[src/rtl/serial_shift_ctrl_pkg.sv]
// Shared encodings and default sizing for the serial shift controller.
package serial_shift_ctrl_pkg;
  localparam int DEF_WIDTH   = 32;
  localparam int DEF_SHAMT_W = 5;

  typedef enum logic [1:0] {
    OP_SLL  = 2'b00,
    OP_SRL  = 2'b01,
    OP_SRA  = 2'b10,
    OP_ROTR = 2'b11
  } op_t;

  typedef enum logic [1:0] {
    S_IDLE  = 2'b00,
    S_SHIFT = 2'b01,
    S_DONE  = 2'b10
  } state_t;
endpackage

[src/rtl/shift_step.sv]
// Combinational single-bit shift/rotate applied once per controller cycle.
module shift_step
  import serial_shift_ctrl_pkg::*;
#(
  parameter int WIDTH = DEF_WIDTH
) (
  input  op_t              op,
  input  logic [WIDTH-1:0] din,
  output logic [WIDTH-1:0] dout
);
  always_comb begin
    dout = din;
    case (op)
      OP_SLL:  dout = {din[WIDTH-2:0], 1'b0};
      OP_SRL:  dout = {1'b0, din[WIDTH-1:1]};
      OP_SRA:  dout = {din[WIDTH-1], din[WIDTH-1:1]};
      OP_ROTR: dout = {din[0], din[WIDTH-1:1]};
      default: dout = din;
    endcase
  end
endmodule

[src/rtl/serial_shift_ctrl.sv]
// Multi-cycle shifter: latches a request, applies one bit step per cycle,
// then pulses done with the result held in dout until the next completion.
module serial_shift_ctrl
  import serial_shift_ctrl_pkg::*;
#(
  parameter int WIDTH   = DEF_WIDTH,
  parameter int SHAMT_W = DEF_SHAMT_W
) (
  input  logic               clk,
  input  logic               reset,
  input  logic               start,
  input  logic [1:0]         op,
  input  logic [WIDTH-1:0]   din,
  input  logic [SHAMT_W-1:0] shamt,
  output logic               busy,
  output logic               done,
  output logic [WIDTH-1:0]   dout
);
  state_t             state, nstate;
  op_t                op_q;
  logic [WIDTH-1:0]   work, stepped;
  logic [SHAMT_W-1:0] cnt;
  logic               last_step;

  shift_step #(.WIDTH(WIDTH)) u_step (
    .op  (op_q),
    .din (work),
    .dout(stepped)
  );

  assign last_step = (cnt == SHAMT_W'(1));

  always_comb begin
    nstate = state;
    case (state)
      S_IDLE:  if (start) nstate = (shamt == '0) ? S_DONE : S_SHIFT;
      S_SHIFT: if (last_step) nstate = S_DONE;
      S_DONE:  nstate = S_IDLE;
      default: nstate = S_IDLE;
    endcase
  end

  always_ff @(posedge clk) begin
    if (reset) begin
      state <= S_IDLE;
      op_q  <= OP_SLL;
      work  <= '0;
      cnt   <= '0;
      dout  <= '0;
    end else begin
      state <= nstate;
      case (state)
        S_IDLE: if (start) begin
          work <= din;
          cnt  <= shamt;
          op_q <= op_t'(op);
          // zero-step requests complete straight from the latched operand
          if (shamt == '0) dout <= din;
        end
        S_SHIFT: begin
          work <= stepped;
          cnt  <= cnt - SHAMT_W'(1);
          if (last_step) dout <= stepped;
        end
        default: ;
      endcase
    end
  end

  assign busy = (state != S_IDLE);
  assign done = (state == S_DONE);
endmodule

[config.mk]
export PLATFORM = sky130hd
export DESIGN_NAME = serial_shift_ctrl
export DESIGN_NICKNAME = d
export VERILOG_FILES = /design/src/rtl/serial_shift_ctrl_pkg.sv /design/src/rtl/shift_step.sv /design/src/rtl/serial_shift_ctrl.sv
export SDC_FILE = /design/constraint.sdc
export NUM_CORES = 1
export LEC_CHECK = 0
export BUFFER_PORTS_ARGS = -buffer_cell sky130_fd_sc_hd__buf_2
export CELL_PAD_IN_SITES_DETAIL_PLACEMENT = 1
export CELL_PAD_IN_SITES_GLOBAL_PLACEMENT = 1
export CORE_MARGIN = 2
export CORE_UTILIZATION = 40
export CTS_CLUSTER_SIZE = 16
export DETAILED_ROUTE_END_ITERATION = 8
export MAX_ROUTING_LAYER = met4
export PLACE_DENSITY_LB_ADDON = 0.25
export SETUP_SLACK_MARGIN = 0.5
export SLEW_MARGIN = 25
export SYNTH_ARGS = -nofsm -noshare
export SYNTH_HDL_FRONTEND = slang
export SYNTH_SLANG_ARGS = --single-unit
export TNS_END_PERCENT = 30
[constraint.sdc]
create_clock -name clk -period 2.7 [get_ports clk]
set_input_delay 0.27 -clock clk [delete_from_list [all_inputs] [get_ports clk]]
set_output_delay 0.27 -clock clk [all_outputs]
set_load 0.02 [all_outputs]
==> flow_metrics.env <==
export IMPL_layout_drive_gt1_share_pct=23.2
export IMPL_avgSynthCellArea_um2=7.90
export IMPL_critPathLaunchType="register"
export IMPL_htree_levels=3
export IMPL_fill_cells=1098
export IMPL_fp_dieH_um=99.1
export IMPL_firstDrtPassIters=4
export IMPL_cp_slowest_cell="or4b_4"
export IMPL_dp_cells=602
export IMPL_slew_violations=0
export IMPL_min_path_cells=3
export IMPL_wirelength_um=10500
export IMPL_numCtsBuffers=9
export IMPL_routabilityCongestion=0.788
export IMPL_power_frac_clock_pct=28.6
export IMPL_r2r_slack_ns=0.59
export IMPL_die_area_um2=9820
export IMPL_regToRegStartpoint="cnt[1]"
export IMPL_cts_tree="done"
export IMPL_worstReg2RegEnd="dout[29]"
export IMPL_grt_usage_pct=22.5
export IMPL_seq_power_share_pct=45.7
export IMPL_area_growth_pct=17.3
export IMPL_ys_types=35
export IMPL_hp_class="input pin to register"
export IMPL_grt_antenna_before_repair=0
export IMPL_r2r_cells=7
export IMPL_status="complete, no violations"
export IMPL_synthDominantAreaCellType="dfxtp_1"
export IMPL_fin_util_pct=48.4
export IMPL_postRouteAntennaNets=0
export IMPL_setup_viol=0
export IMPL_rows=34
export IMPL_seq_area_frac_synth_pct=40.4
export IMPL_root_buffer="clkbuf_8"
export IMPL_netlist_instances=458
export IMPL_multi_input_area_um2=1990
export IMPL_async_flop_share_pct=0
export IMPL_grt_pass1_wl_um=17600
export IMPL_worstPathMaxFanout=22
export IMPL_fin_nets=551
export IMPL_min_period_ns=2.11
export IMPL_synth_enable_flop_cells=0
export IMPL_p_leak_nw=1.65
export IMPL_yosys_warnings=0
export IMPL_synth_area_leaders="dfxtp_1 (40%), a21oi_1 (9.1%), a211oi_1 (6.6%), o21a_1 (6.4%), or4_1 (6.4%)"
export IMPL_cp_arrival_ns=2.40
export IMPL_fin_crit_sh_pct=78.0
export IMPL_numPortBuffers=75
export IMPL_start_util_pct=41.3
export IMPL_cts_clk_slew_worst_paths_ns=0.08
export IMPL_grt_pass1_vias=3646
export IMPL_hpwl_um=6630
export IMPL_synth_top_area_share_pct=40.4
export IMPL_cts_hold_buf=0
export IMPL_ir_worst_vdd_uv=230
export IMPL_synth_nets=502
export IMPL_regArea_um2=1460
export IMPL_cts_sinks=73
export IMPL_cpPeakStageDelay_ns=0.48
export IMPL_initialDrtViolationCount=82
export IMPL_power_density_nw_per_um2=653
export IMPL_core_area_um2=8760
export IMPL_relSlewSlack_pct=37.5
export IMPL_clock_fmax_mhz=475
export IMPL_cp_required_ns=2.99
export IMPL_finalHoldViolations=0
export IMPL_clockBufferDepth=2
export IMPL_diodes=0
export IMPL_drc=0
export IMPL_worst_pin_slew_ns=0.937
export IMPL_hold_start="op[1]"
export IMPL_wire_per_inst_um=16.9
export IMPL_netlist_area_um2=3620
export IMPL_internal_power_mw=1.83
export IMPL_vias=3569
export IMPL_worstSetupEndpointType="register"
export IMPL_via_per_inst=5.76
export IMPL_die_x_um=99.1
export IMPL_synth_most_common_cell="dfxtp_1"
export IMPL_path_class="register to register"
export IMPL_tns_ns=0
export IMPL_clk_latency_ns=0.36
export IMPL_synthFlopType="dfxtp_1"
export IMPL_grt_overflow=0
export IMPL_power_switching_uw=941
export IMPL_synth_commonest_cells="dfxtp_1 (73), a21oi_1 (66), nor2_1 (41), nand2_1 (40), clkbuf_1 (36)"
export IMPL_grt_max_degree=65
export IMPL_synth_seq_cells=73
export IMPL_p_sw_share_pct=34.0
export IMPL_cap_violations=0
export IMPL_p_total_mw=2.77
export IMPL_final_cells=620
export IMPL_power_frac_comb_pct=25.7
export IMPL_clock_skew_ns=0.00935
export IMPL_ios=76
export IMPL_holdPathEnd="op_q[1]"
export IMPL_rsz0062_at_grt="yes"
export IMPL_path_cells="inv_1 -> ha_1 -> or4b_4 -> o21a_4 -> buf_4 -> or4_1 -> a21oi_2"
-- layout make-up --
class,instances,share of cell area [%]
tap,108,3.18
clock buffer,13,3.74
clock inverter,3,0.354
multi-input combinational,334,46.8
timing repair buffer,86,11.2
inverter,3,0.265
sequential,73,34.5
-- cell families after synthesis --
kind of cell / share of synthesized area, %
AO/OA/AOI/OAI: 29.2
XOR/XNOR: 0.242
adder cells (fa/ha/maj): 0.691
buffers and inverters: 6.22
flip-flops: 40.4
multiplexers: 0.311
AND/OR/NAND/NOR: 23.0
-- flip-flops by register name, indices dropped and copies added (netlist names) --
signal  count
cnt         5
dout       32
op_q        2
state       2
work       32
-- through the flow --
stage / instance area, um^2 / hold WS, ns / worst slack (ns)
2_1_floorplan: 3620 / 0.406 / 0.782
3_3_place_gp: 4000 / 0.456 / 0.440
3_5_place_dp: 4000 / 0.466 / 0.354
4_1_cts: 4190 / 0.163 / 0.511
5_1_grt: 4240 / 0.197 / 0.475
6_report: 4240 / 0.181 / 0.593
-- timing repair --
item                                    4_1_cts  5_1_grt
gates resized for setup                       4        9
pin swaps                                     0        1
buffers inserted                              0        2
endpoints found under the setup margin       23       22
-- per-layer routing --
metal | GRT usage, % | vias to the layer above | part of all wire (%)
met3 | 3.51 | 16 | 3.2
met1 | 28.0 | 1722 | 46
met2 | 37.4 | 69 | 49
met5 | - | - | 0
met4 | 7.48 | 0 | 1.6
li1 | - | 1762 | -
-- worst max path at each step --
stage / start / end / slack [ns] / depth (start not counted)
floorplan: cnt[1] / dout[17] / 0.78 / 7
global placement: shamt[4] / dout[31] / 0.44 / 5
detailed placement: cnt[0] / dout[8] / 0.35 / 6
CTS: cnt[1] / dout[8] / 0.51 / 7
global route: cnt[1] / dout[8] / 0.47 / 7
finish: cnt[1] / dout[29] / 0.59 / 7
-- power by group through the flow --
stage                     clock (mW)  sequential (mW)  combinational [mW]
after floorplan                    0             1.30               0.471
final                          0.792             1.27               0.711
after detailed placement           0             1.29               0.691
after global routing           0.853             1.28               0.800
after global placement             0             1.28               0.669
after CTS                      0.813             1.27               0.700
-- critical path, delay by kind of cell (launching register included) --
kind	cells	cell delay (ns)
AND/OR/NAND/NOR	2	0.91
AO/OA/AOI/OAI	2	0.40
flip-flops	1	0.33
buffers and inverters	2	0.27
adder cells (fa/ha/maj)	1	0.13
-- cells in the final DEF, fill, tap and decap left out, types with 2 or more instances in the layout --
master,n
buf_2,75
dfxtp_1,72
a21oi_2,6
or4_4,3
clkinv_2,3
nor3_1,3
or4_1,29
buf_4,9
clkbuf_1,2
a211oi_1,32
o21ai_0,32
clkbuf_8,11
ha_1,2
nand2_1,40
nand3_1,2
or3_1,31
a22oi_1,2
a21oi_1,60
o21a_1,30
nor2_1,40
a311oi_1,3
inv_1,3
Note: power is estimated with default switching activity, not from simulation.
